**config.mk**
```make
export PLATFORM = sky130hd
export DESIGN_NAME = keypad_emulator
export DESIGN_NICKNAME = d
export VERILOG_FILES = /design/src/rtl/keypad_pkg.sv /design/src/rtl/keypad_key_fifo.sv /design/src/rtl/keypad_emulator.sv
export SDC_FILE = /design/constraint.sdc
export NUM_CORES = 1
export LEC_CHECK = 0
export CORE_UTILIZATION = 55
export DETAILED_ROUTE_END_ITERATION = 16
export PLACE_DENSITY = 0.75
export SYNTH_ARGS = -nofsm -noshare
export SYNTH_HDL_FRONTEND = slang
export SYNTH_SLANG_ARGS = --single-unit
```
**constraint.sdc**
```tcl
create_clock -name clk -period 4.4 [get_ports clk]
set_input_delay 1.32 -clock clk [delete_from_list [all_inputs] [get_ports clk]]
set_output_delay 1.32 -clock clk [all_outputs]
set_load 0.03 [all_outputs]
```
**src/rtl/keypad_pkg.sv**
```systemverilog
// Shared definitions for the keypad emulator: FSM state type, bounce
// timing constants and the hex-key to (row, col) lookup.
package keypad_pkg;

  typedef enum logic [1:0] {
    ST_IDLE  = 2'd0,
    ST_PRESS = 2'd1,
    ST_GAP   = 2'd2
  } state_t;

  localparam int BOUNCE_LEN    = 64;
  localparam int BOUNCE_PERIOD = 8;

  typedef struct packed {
    logic [1:0] r;
    logic [1:0] c;
  } key_pos_t;

  // Physical position of a hex key on the 4x4 matrix
  function automatic key_pos_t key_to_pos(input logic [3:0] key);
    key_pos_t p;
    case (key)
      4'h1:    p = {2'd0, 2'd0};
      4'h2:    p = {2'd0, 2'd1};
      4'h3:    p = {2'd0, 2'd2};
      4'hA:    p = {2'd0, 2'd3};
      4'h4:    p = {2'd1, 2'd0};
      4'h5:    p = {2'd1, 2'd1};
      4'h6:    p = {2'd1, 2'd2};
      4'hB:    p = {2'd1, 2'd3};
      4'h7:    p = {2'd2, 2'd0};
      4'h8:    p = {2'd2, 2'd1};
      4'h9:    p = {2'd2, 2'd2};
      4'hC:    p = {2'd2, 2'd3};
      4'h0:    p = {2'd3, 2'd0};
      4'hF:    p = {2'd3, 2'd1};
      4'hE:    p = {2'd3, 2'd2};
      4'hD:    p = {2'd3, 2'd3};
      default: p = {2'd0, 2'd0};
    endcase
    return p;
  endfunction

  // Active-low row pattern with only row r pulled low
  function automatic logic [3:0] row_pattern(input logic [1:0] r);
    return ~(4'b0001 << r);
  endfunction

endpackage

```
**src/rtl/keypad_key_fifo.sv**
```systemverilog
// DEPTH x 4 key queue. Pointers wrap naturally because DEPTH is a power
// of two. A push is accepted while full if the same cycle also pops.
module keypad_key_fifo #(
  parameter int DEPTH = 4
) (
  input  logic       clk,
  input  logic       rst,
  input  logic       key_valid,
  input  logic [3:0] key_code,
  output logic       key_ready,
  input  logic       pop,
  output logic       empty,
  output logic [3:0] head
);

  localparam int AW = $clog2(DEPTH);
  localparam logic [AW:0] FULL_COUNT = (AW+1)'(DEPTH);

  logic [3:0]    mem [DEPTH];
  logic [AW-1:0] wr_ptr;
  logic [AW-1:0] rd_ptr;
  logic [AW:0]   count;
  logic          push;
  logic          take;

  assign empty     = (count == '0);
  assign take      = pop && !empty;
  assign key_ready = (count != FULL_COUNT) || take;
  assign push      = key_valid && key_ready;
  assign head      = mem[rd_ptr];

  // Store accepted keys at the write pointer
  always_ff @(posedge clk) begin
    if (push) begin
      mem[wr_ptr] <= key_code;
    end
  end

  // Advance pointers and occupancy on push/pop
  always_ff @(posedge clk or posedge rst) begin
    if (rst) begin
      wr_ptr <= '0;
      rd_ptr <= '0;
      count  <= '0;
    end else begin
      if (push) begin
        wr_ptr <= wr_ptr + AW'(1);
      end
      if (take) begin
        rd_ptr <= rd_ptr + AW'(1);
      end
      case ({push, take})
        2'b10:   count <= count + (AW+1)'(1);
        2'b01:   count <= count - (AW+1)'(1);
        default: count <= count;
      endcase
    end
  end

endmodule

```
**src/rtl/keypad_emulator.sv**
```systemverilog
// Keypad emulator: pops queued hex keys and presses them on a 4x4
// matrix by pulling the key's row low whenever the scanner strobes its
// column. Optional contact bounce is enabled by KEYPAD_EMU_BOUNCE_EN.
module keypad_emulator
  import keypad_pkg::*;
#(
  parameter int HOLD_CYCLES = 500_000,
  parameter int GAP_CYCLES  = 500_000,
  parameter int DEPTH       = 4
) (
  input  logic       clk,
  input  logic       rst,
  input  logic       key_valid,
  input  logic [3:0] key_code,
  output logic       key_ready,
  input  logic [3:0] col,
  output logic [3:0] row,
  output logic       pressing,
  output logic       busy
);

  localparam int CNT_MAX = (HOLD_CYCLES > GAP_CYCLES) ? HOLD_CYCLES : GAP_CYCLES;
  localparam int CW      = (CNT_MAX > 1) ? $clog2(CNT_MAX) : 1;

  state_t        state;
  logic [CW-1:0] cnt;
  logic [CW-1:0] cnt_inc;
  logic [3:0]    active_key;
  logic [3:0]    head;
  logic          empty;
  logic          pop;

  assign pop     = (state == ST_IDLE) && !empty;
  assign busy    = !empty || (state != ST_IDLE);
  assign cnt_inc = cnt + CW'(1);

  keypad_key_fifo #(.DEPTH(DEPTH)) u_fifo (
    .clk       (clk),
    .rst       (rst),
    .key_valid (key_valid),
    .key_code  (key_code),
    .key_ready (key_ready),
    .pop       (pop),
    .empty     (empty),
    .head      (head)
  );

  // Row drive for a key given the column strobes and contact condition
  function automatic logic [3:0] drive_row(input logic [3:0] key,
                                           input logic [3:0] col_in,
                                           input logic       closed);
    key_pos_t p;
    p = key_to_pos(key);
    if (closed && !col_in[p.c]) begin
      return row_pattern(p.r);
    end else begin
      return 4'b1111;
    end
  endfunction

`ifdef KEYPAD_EMU_BOUNCE_EN
  localparam int BP_BIT = $clog2(BOUNCE_PERIOD);

  // Press bounce: closed, open, closed ... then settled closed
  function automatic logic press_closed(input logic [CW-1:0] k);
    return (k >= CW'(BOUNCE_LEN)) || !k[BP_BIT];
  endfunction

  // Release bounce: open, closed, open ... then settled open
  function automatic logic gap_closed(input logic [CW-1:0] k);
    return (k < CW'(BOUNCE_LEN)) && k[BP_BIT];
  endfunction
`endif

  // Press sequencer and registered row / pressing outputs
  always_ff @(posedge clk or posedge rst) begin
    if (rst) begin
      state      <= ST_IDLE;
      cnt        <= '0;
      active_key <= 4'h0;
      row        <= 4'b1111;
      pressing   <= 1'b0;
    end else begin
      case (state)
        ST_IDLE: begin
          if (!empty) begin
            active_key <= head;
            cnt        <= '0;
            state      <= ST_PRESS;
            pressing   <= 1'b1;
            row        <= drive_row(head, col, 1'b1);
          end else begin
            row        <= 4'b1111;
            pressing   <= 1'b0;
          end
        end
        ST_PRESS: begin
          if (cnt == CW'(HOLD_CYCLES - 1)) begin
            cnt      <= '0;
            state    <= ST_GAP;
            pressing <= 1'b0;
            row      <= 4'b1111;
          end else begin
            cnt      <= cnt_inc;
            pressing <= 1'b1;
`ifdef KEYPAD_EMU_BOUNCE_EN
            row      <= drive_row(active_key, col, press_closed(cnt_inc));
`else
            row      <= drive_row(active_key, col, 1'b1);
`endif
          end
        end
        ST_GAP: begin
          pressing <= 1'b0;
          if (cnt == CW'(GAP_CYCLES - 1)) begin
            cnt   <= '0;
            state <= ST_IDLE;
            row   <= 4'b1111;
          end else begin
            cnt   <= cnt_inc;
`ifdef KEYPAD_EMU_BOUNCE_EN
            row   <= drive_row(active_key, col, gap_closed(cnt_inc));
`else
            row   <= 4'b1111;
`endif
          end
        end
        default: begin
          state    <= ST_IDLE;
          cnt      <= '0;
          row      <= 4'b1111;
          pressing <= 1'b0;
        end
      endcase
    end
  end

endmodule

```
# Yosys cells after proc, flatten, opt, wreduce, memory -nomap -nowiden
# Memories as Yosys holds them, arrays and structs flattened.
# Cells that the tools add are included.
# op_classes
n_bitwise	3
n_eq_ne	9
mux	26
n_reduce_logical	13
order_cmp	2
add_sub_neg	5
shifts	2
# op_table
operator	count
19-bit 2-to-1 mux	2
19-bit one-hot mux with 2 select lines	1
4-bit 2-to-1 mux	8
19-bit by 1-bit adder with 19-bit output (second input constant)	1
19-bit equality test (second input constant)	1
4-bit NOT	2
4-bit one-hot mux with 2 select lines	1
1-bit by 2-bit << shifter with 4-bit output (first input constant)	2
2-bit by 3-bit less-than comparator with 1-bit output (second input constant)	2
1-bit 2-to-1 mux	6
2-bit 2-to-1 mux	3
2-bit != test (second input constant)	3
2-bit one-hot mux with 3 select lines	1
3-bit one-hot mux with 2 select lines	1
2-bit by 1-bit adder with 2-bit output (second input constant)	2
1-bit binary-select mux with 2-bit select	2
2-bit by 1-bit equality test with 1-bit output (second input constant)	2
2-bit equality test (second input constant)	2
2-bit nonzero test	2
3-bit by 1-bit adder with 3-bit output (second input constant)	1
1-bit logical AND	3
3-bit zero test	1
3-bit != test (second input constant)	1
3-bit AND reduction	1
8 further kinds	9
# totals
output_inout_bits	7
elab_cells	71
inputBits	11
ram_bits	16
rom_bits	128
mem_count	3
regBits	37
# memory_table
memory	words	word_bits	read_ports	rd_ports_with_merged_regs	write_ports	line_no	text
(no name shown)	16	4	1	0	0	keypad_pkg.sv:22	case (key)
(no name shown)	16	4	1	0	0	keypad_pkg.sv:22	
u_fifo.mem	4	4	1	0	1	keypad_key_fifo.sv:19	logic [3:0] mem [DEPTH];

# Longest topological paths before layout
# Gate-level depths: netlist of the first run.
# An unclocked memory read counts as a cell.
# logic_depth
word_depth	9
ltp_mapped	11
mapped_depth_nobuf	10

# Cells and area by module
# A second synthesis of the first run with hierarchy kept.
# hier_totals
hier_cells	286
hier_area_um2	2994.1
# by_module_without_submodules
module	instances	area_each_um2	cells_each	seq_area_each_um2
keypad_emulator	1	1895.6	209	755.7
keypad_key_fifo	1	1098.6	77	655.6

# Worst setup path before layout of the first run
# Ideal clock, no wire load.
# synth_timing
kind	register -> output
startpoint	reg state[0]
endpoint	out busy
arrival_time_ns	1.637
path_stages_with_launch	5
path_buffers	0
required_ns	3.080
slack_ns	1.443
path_cell_list	dfrtp_1 inv_1 ha_1 nor4b_2 inv_1
# synth_between
elab_chain_cells	2
# synth_rtl
element	line_no	text
start: declaration	keypad_emulator.sv:25	state_t state;
start signal: assignment	keypad_emulator.sv:78	state <= ST_IDLE;
start signal: assignment	keypad_emulator.sv:89	state <= ST_PRESS;
start signal: assignment	keypad_emulator.sv:100	state <= ST_GAP;
2-bit nonzero test	keypad_emulator.sv:34	assign busy = !empty || (state != ST_IDLE);
1-bit logical OR	keypad_emulator.sv:34	
end: declaration	keypad_emulator.sv:19	output logic busy
# No other way between the ends.

# Worst setup path after layout of the first run
# layout_timing
startpoint	reg state[0]
endpoint	out key_ready
# layout_between
elab_chain_cells	4
# layout_rtl
element	line_no	text
2-bit zero test	keypad_emulator.sv:33	assign pop = (state == ST_IDLE) && !empty;
1-bit logical AND	keypad_emulator.sv:33	
1-bit logical AND	keypad_key_fifo.sv:27	assign take = pop && !empty;
1-bit logical OR	keypad_key_fifo.sv:28	assign key_ready = (count != FULL_COUNT) || take;
end: declaration	keypad_emulator.sv:15	output logic key_ready,
# No other way between the ends.

==> flow_summary.yaml, run 1 <==
worst_hold_path:
  whs_endpoint: "cnt[1]"
  hp-class: "register to register"
  hold_start: "cnt[1]"
  hold_depth: 2
finish:
  diodes: 0
  drive_above_1_share: 0.122
  areaGrowthSynthToFinish_pct: 9.39
  nets: 315
floorplan:
  die_w_um: 75.7
  start_util: 0.577
  die_area_um2: 5730
  io_pins: 18
  die_h_um: 75.7
  fp.coreArea_um2: 5170
  rows: 26
routing:
  drc_errors: 0
  dr.pass1.iters: 4
  avgRoutedWirePerCell_um: 14.1
  avgViaCountPerCell: 5.56
  routed_wirelength_um: 5130
  drt_iter0_drc: 139
  antenna_left: 0
  vias: 2023
timing:
  min_period_over_period: 0.848
  period_needed_ns: 3.73
  fin_skew_ns: 0.0102
  slew_viol_final: 0
  fmax_ghz: 0.268
  slew_headroom: 0.590
  fin_tns_setup_ns: 0
  hold_violations: 0
  setup_viol: 0
  worstMarginPinSlew_ns: 0.615
  rsz0062_at_grt: "no"
grt:
  grt_max_degree: 38
  grt-ovfl-total: 0
  grt_use_total: 0.199
  grt_pass1_wl_um: 8490
  antenna_found_initial: 0
  grt_pass1_vias: 1838
yosys:
  synth_common_cells: "dfrtp_1, nand2_1, nor2_1"
  avgSynthCellArea_um2: 10.8
  synth_nets: 299
  synth_top_area_share: 0.277
  synth_enable_flop_cells: 16
  synth_area_um2: 2990
  ys_seq_area_frac: 0.473
  yosysMostFrequentCell: "dfrtp_1"
  synthTopCellsByArea: "dfrtp_1, edfxtp_1, xor2_1"
  ys_async_sr_fraction: 0.698
  ys_warn_count: 0
  syn_inst: 277
  ys_types: 55
  synth.largest_area_cell: "dfrtp_1"
  ys_ff_latch: 53
  synthFlopType: "dfrtp_1"
cts:
  post_cts_resized: 0
  path_clk_slew_ns: 0.09
  cts_root_buf: "clkbuf_8"
  post-cts-setup-buffer-count: 0
  cts_inserted_buffers: 5
  cts.htree.levels: 2
  cts_hold_buf: 0
  cts_tree: "done"
  clk_path_buf_depth: 2
  clock_sink_count: 53
  clk_latency_ns: 0.30
setup_path:
  endpoint_kind: "output pin"
  critPathKind: "register to output pin"
  r2r-start: "state[0]"
  reg2regPathDepth: 10
  reg2reg_to: "u_fifo.count[2]"
  rrSetupSlack_ns: 1.65
  start_kind: "register"
  path_max_fanout: 8
  critPathLaunch: "state[0]"
  cp.required_ns: 3.08
  arrival_ns: 2.41
power_and_ir_drop:
  peakVddDrop_uv: 209
  power.total_w: 0.00110
  cellLeakagePower_nw: 1.39
  p_per_area_nw_per_um2: 337
run:
  maxCapViolations: 0
place:
  numPortBuffers: 17
  gp_congestion: 0.822
  dp_hpwl_um: 3760
status:
  status: "finished clean"
==> where the power goes <==
part	internal, W	switching (W)
sequential	0.000567	0.0000410
combinational	0.000104	0.000129
clock	0.000111	0.000150
==> cell usage in the layout (no fill, tap or decap), drive strengths merged, types with 3 or more instances in the layout <==
cell type	n
nor2b	6
ha	10
nor2	26
nand2b	3
a41oi	3
a211oi	3
nand4	3
edfxtp	16
nor3	6
dfrtp	33
a21oi	6
mux2	7
inv	14
nor4b	3
clkbuf	6
nand2	26
xor2	15
dfstp	4
xnor2	11
mux2i	6
clkdlybuf4s50	17
mux4	4
o21ai	9
buf	3
a31oi	3
and3	7
nand3	12
==> logic make-up after synthesis <==
kind of cell	Yosys count	synth area share
buffers and inverters	25	0.0453
multiplexers	17	0.0767
flip-flops	53	0.473
AO/OA/AOI/OAI	40	0.0922
AND/OR/NAND/NOR	105	0.188
XOR/XNOR	26	0.0763
adder cells (fa/ha/maj)	11	0.0486
==> metal layers <==
layer	up-vias	wire length (µm)	global-route usage
li1	1017	-	-
met1	971	2610	0.280
met2	30	2340	0.316
met3	5	123	0.0410
met4	0	59	0.0514
met5	-	0	0
==> how the worst max path moves through the flow <==
stage,end,cells past startpoint
after floorplan,busy,4
after global placement,key_ready,4
after detailed placement,key_ready,4
after CTS,key_ready,4
after global routing,key_ready,4
final,key_ready,4
==> metrics by stage <==
| stage | hold slack, ns | cells | utilization | instance area [µm²] | setup WS (ns) |
|---|---|---|---|---|---|
| 3_3_place_gp | 0.518 | 356 | 0.615 | 3180 | 1.04 |
| 3_5_place_dp | 0.517 | 356 | 0.615 | 3180 | 1.01 |
| 4_1_cts | 0.537 | 364 | 0.631 | 3270 | 0.656 |
| 6_report | 0.534 | 364 | 0.631 | 3270 | 0.670 |
| 5_1_grt | 0.565 | 364 | 0.631 | 3270 | 0.556 |
| 2_1_floorplan | 0.476 | 277 | - | 2990 | 1.44 |
==> state kept, by name (all words and copies together) (netlist names) <==
signal	cells
u_fifo.mem	16
pressing	1
u_fifo.count	3
cnt	19
u_fifo.wr_ptr	2
u_fifo.rd_ptr	2
active_key	4
row	4
state	2
==> area by class of cell <==
class	count	area (µm²)
fill	402	1910
multi-input combinational	199	1440
sequential	53	1410
timing repair buffer	20	193
tap	70	87.6
clock buffer	6	72.6
inverter	14	52.6
clock inverter	2	10.0
==> critical path: stages (launching register included) <==
cell             delay, ns
dfrtp_1               0.36
inv_1                 0.09
ha_1                  0.30
or4b_2                0.71
clkdlybuf4s50_1       0.64
No activity file was read; power rests on OpenSTA's default activity.
==> run 2: changes to the inputs <==
CORE_UTILIZATION = 54   (was 55)
PLACE_DENSITY = 0.76   (was 0.75)
clock period = 3.2 ns   (was 4.4 ns; I/O delays follow)
==> flow_summary.yaml, run 2 (synthesis results as in run 1) <==
floorplan:
  rows: 26
  io_pins: 18
  die_h_um: 76.4
  fp.coreArea_um2: 5200
  start_util: 0.574
  die_area_um2: 5830
  die_w_um: 76.4
cts:
  clk_path_buf_depth: 2
  path_clk_slew_ns: 0.09
  cts_root_buf: "clkbuf_8"
  cts_tree: "done"
  clk_latency_ns: 0.30
  post-cts-setup-buffer-count: 0
  cts_inserted_buffers: 5
  clock_sink_count: 53
  cts_hold_buf: 0
  cts.htree.levels: 2
timing:
  rsz0062_at_grt: "no"
  slew_viol_final: 0
  worstMarginPinSlew_ns: 0.615
  fin_tns_setup_ns: 0
  whs_ns: 0.520
  hold_violations: 0
  slew_headroom: 0.586
  fin_skew_ns: 0.00518
  period_needed_ns: 3.01
  min_period_over_period: 0.940
  setup_viol: 0
  fmax_ghz: 0.332
finish:
  regMostFlops: "cnt"
  nets: 316
  multi_input_area_um2: 1440
  layout_commonest_cell: "dfrtp_1"
  post-route-util: 0.630
  areaGrowthSynthToFinish_pct: 9.81
  fillCellCount: 435
  register_area_um2: 1410
  largest_reg_flops: 19
  diodes: 0
  reg.largest.list: "cnt (19), u_fifo.mem (16)"
  most-common-layout-cells: "dfrtp_1, nor2_1, nand2_1"
  drive_above_1_share: 0.125
power_and_ir_drop:
  cellLeakagePower_nw: 1.39
  p_per_area_nw_per_um2: 464
  peakVddDrop_uv: 319
place:
  gp_congestion: 0.809
  dp_hpwl_um: 3700
  numPortBuffers: 17
setup_path:
  cp.required_ns: 2.24
  max_stage_delay_ns: 0.69
  critPathKind: "register to output pin"
  arrival_ns: 2.05
  crit_slowest_cell: "or4b_2"
  start_kind: "register"
  path_max_fanout: 6
  worstPathCellList: "inv_1 > ha_1 > or4b_2 > dlygate4sd2_1"
  endpoint_kind: "output pin"
status:
  status: "finished clean"
grt:
  grt_max_degree: 38
  grt_pass1_wl_um: 8750
  grt_pass1_vias: 1843
  grt_use_total: 0.188
  antenna_found_initial: 0
  grt-ovfl-total: 0
worst_hold_path:
  hp-class: "register to register"
run:
  maxCapViolations: 0
routing:
  vias: 2050
  avgViaCountPerCell: 5.62
  drt_iter0_drc: 117
  routed_wirelength_um: 5100
  antenna_left: 0
  avgRoutedWirePerCell_um: 14.0
  drc_errors: 0
  dr.pass1.iters: 4
==> run 2: final cells by class <==
type,count,share of cell area
sequential,53,0.431
clock inverter,2,0.00420
timing repair buffer,21,0.0615
inverter,14,0.0160
clock buffer,6,0.0221
multi-input combinational,199,0.439
tap,70,0.0267
==> run 2: layer usage <==
layer | vias up | global-route usage | share of wire
li1 | 1012 | - | -
met1 | 995 | 0.277 | 0.51
met2 | 36 | 0.276 | 0.45
met3 | 7 | 0.0359 | 0.031
met4 | 0 | 0.0673 | 0.012
met5 | - | 0 | 0
==> run 2: critical path: cells and delay by family (launching register included) <==
family                   cells  cell delay [ns]
flip-flops                   1             0.37
AND/OR/NAND/NOR              1             0.69
adder cells (fa/ha/maj)      1             0.21
buffers and inverters        2             0.49
==> run 2: power breakdown <==
group          internal (W)  leakage (nW)  total (W)  switching, W
logic              0.000141         0.747   0.000317      0.000176
registers          0.000780         0.604   0.000836     0.0000561
clock network      0.000156        0.0417   0.000370      0.000214
==> run 2: final timing paths <==
path | startpoint | end | slack (ns) | depth (start not counted)
hold / removal | cnt[4] | cnt[4] | 0.52 | 1
setup / recovery | state[0] | key_ready | 0.19 | 4
setup reg to reg | state[0] | u_fifo.count[2] | 0.55 | 10
max in group asynchronous | rst | row[2] | 1.80 | 3
hold reg to reg | cnt[4] | cnt[4] | 0.52 | 1
min in group asynchronous | rst | cnt[1] | 1.06 | 3
==> run 2: through the flow <==
| stage | setup WS [ns] | cell area, µm² | cells | power, W |
|---|---|---|---|---|
| 3_3_place_gp | 0.314 | 3190 | 357 | 0.00116 |
| 3_5_place_dp | 0.290 | 3190 | 357 | 0.00117 |
| 2_1_floorplan | 0.429 | 2990 | 277 | 0.00109 |
| 5_1_grt | 0.0983 | 3280 | 365 | 0.00161 |
| 6_report | 0.191 | 3280 | 365 | 0.00152 |
| 4_1_cts | 0.0268 | 3280 | 365 | 0.00154 |
==> run 2: timing repair <==
item / CTS / global route
gates cloned: 0 / 0
gates resized for setup: 1 / 1
setup endpoints to repair: 1 / 1
==> run 3: changes to the inputs <==
CORE_UTILIZATION = 46   (was 54)
GPL_TIMING_DRIVEN = 0   (was not set)
PLACE_DENSITY = 0.67   (was 0.76)
==> flow_summary.yaml, run 3 (synthesis results as in run 1) <==
status:
  status: "finished clean"
power_and_ir_drop:
  p_per_area_nw_per_um2: 465
  cellLeakagePower_nw: 1.42
  power.total_w: 0.00156
  peakVddDrop_uv: 326
timing:
  period_needed_ns: 3.11
  slew_viol_final: 0
  whs_ns: 0.531
  min_period_over_period: 0.971
  slew_headroom: 0.486
  setup_viol: 0
  hold_violations: 0
  fin_tns_setup_ns: 0
  fin_skew_ns: 0.00679
  worstMarginPinSlew_ns: 0.770
  fmax_ghz: 0.322
  rsz0062_at_grt: "no"
setup_path:
  arrival_ns: 2.15
  crit_slowest_cell: "or4b_2"
  r2r-start: "state[0]"
  worstPathCellList: "inv_1 > ha_2 > or4b_2 > clkbuf_1 > clkdlybuf4s15_2"
  cp_top_family: "simple AND/OR/NAND/NOR gates"
  start_kind: "register"
  reg2reg_to: "u_fifo.count[2]"
  max_stage_delay_ns: 0.65
  path_max_fanout: 8
  critPathKind: "register to output pin"
  cp.required_ns: 2.24
  reg2regPathDepth: 11
  critPathLaunch: "state[0]"
  crit_buf_inv: 3
  rrSetupSlack_ns: 0.39
  endpoint_kind: "output pin"
worst_hold_path:
  hold_start: "cnt[4]"
  hp-class: "register to register"
  whs_endpoint: "cnt[4]"
  hold_depth: 1
routing:
  routed_wirelength_um: 5350
  vias: 2045
  drc_errors: 0
  dr.pass1.iters: 4
  avgViaCountPerCell: 5.41
  avgRoutedWirePerCell_um: 14.2
  drt_iter0_drc: 80
  antenna_left: 0
floorplan:
  fp.coreArea_um2: 6100
  rows: 28
  io_pins: 18
  die_h_um: 82.6
  die_area_um2: 6820
  start_util: 0.490
  die_w_um: 82.6
cts:
  cts_inserted_buffers: 5
  cts_hold_buf: 0
  cts_root_buf: "clkbuf_8"
  clock_sink_count: 53
  clk_latency_ns: 0.31
  path_clk_slew_ns: 0.10
  clk_path_buf_depth: 2
  cts.htree.levels: 2
  cts_tree: "done"
grt:
  use_met1: 0.250
  grt_pass1_vias: 2011
  grt_busiest_layer: "met2"
  grt_max_degree: 38
  grt_pass1_wl_um: 9450
  grt_use_met3: 0.0363
  met2_usage: 0.301
  grt_use_total: 0.186
  antenna_found_initial: 0
  grt-ovfl-total: 0
finish:
  reg.largest.list: "cnt (19), u_fifo.mem (16)"
  layout_commonest_cell: "dfrtp_1"
  drive_above_1_share: 0.142
  fillCellCount: 553
  largest_reg_flops: 19
  most-common-layout-cells: "dfrtp_1, nor2_1, nand2_1"
  final_cell_area_um2: 3350
  nets: 324
  post-route-util: 0.550
  diodes: 0
  regMostFlops: "cnt"
  areaGrowthSynthToFinish_pct: 12.4
run:
  maxCapViolations: 0
place:
  numPortBuffers: 17
  gp_congestion: 0.754
  dp_hpwl_um: 3860
  placed_area_um2: 3250
[run 3: worst max path at each step]
| stage | end | slack (ns) | cells past startpoint |
|---|---|---|---|
| 6_report | key_ready | 0.09 | 5 |
| 3_3_place_gp | busy | -0.26 | 5 |
| 5_1_grt | key_ready | 0.004 | 5 |
| 2_1_floorplan | u_fifo.count[2] | 0.43 | 11 |
| 4_1_cts | key_ready | 0.01 | 5 |
| 3_5_place_dp | busy | -0.28 | 5 |
[run 3: metrics by stage]
step / worst slack [ns] / instances
final: 0.0925 / 378
after floorplan: 0.429 / 277
after detailed placement: -0.280 / 369
after CTS: 0.0114 / 378
after global placement: -0.257 / 369
after global routing: 0.00408 / 378
[run 3: area by class of cell]
cell class,count,area [µm²],share of cell area
Sequential cell,53,1410,0.421
Multi-Input combinational cell,199,1450,0.432
Buffer,11,82.6,0.0246
Tap cell,75,93.8,0.0280
Clock buffer,7,80.1,0.0239
Inverter,14,52.6,0.0157
Timing Repair Buffer,18,178,0.0530
Clock inverter,1,6.26,0.00186
[run 3: worst reg2reg max path, cell delays in order, from the launching register on]
cell	delay (ns)
dfrtp_1	0.37
inv_1	0.10
ha_2	0.25
or4b_2	0.65
clkbuf_1	0.17
nand2_1	0.15
ha_1	0.20
inv_1	0.06
fa_1	0.37
xor2_1	0.15
nor2_1	0.13
xor2_1	0.15
[run 3: layer usage]
metal	wire [µm]	up-vias
met2	2440	25
met5	0	-
li1	-	1026
met1	2690	987
met3	146	7
met4	77	0
[run 3: where the power goes]
group | internal (W) | switching [W] | total, W
logic | 0.000156 | 0.000180 | 0.000336
registers | 0.000780 | 0.0000609 | 0.000841
clock network | 0.000165 | 0.000218 | 0.000383
total | 0.00110 | 0.000459 | 0.00156
[run 3: timing repair]
action,CTS,global route
resized for setup,5,1
pin swaps,0,0
endpoints found under the setup margin,2,1
setup buffers,1,0
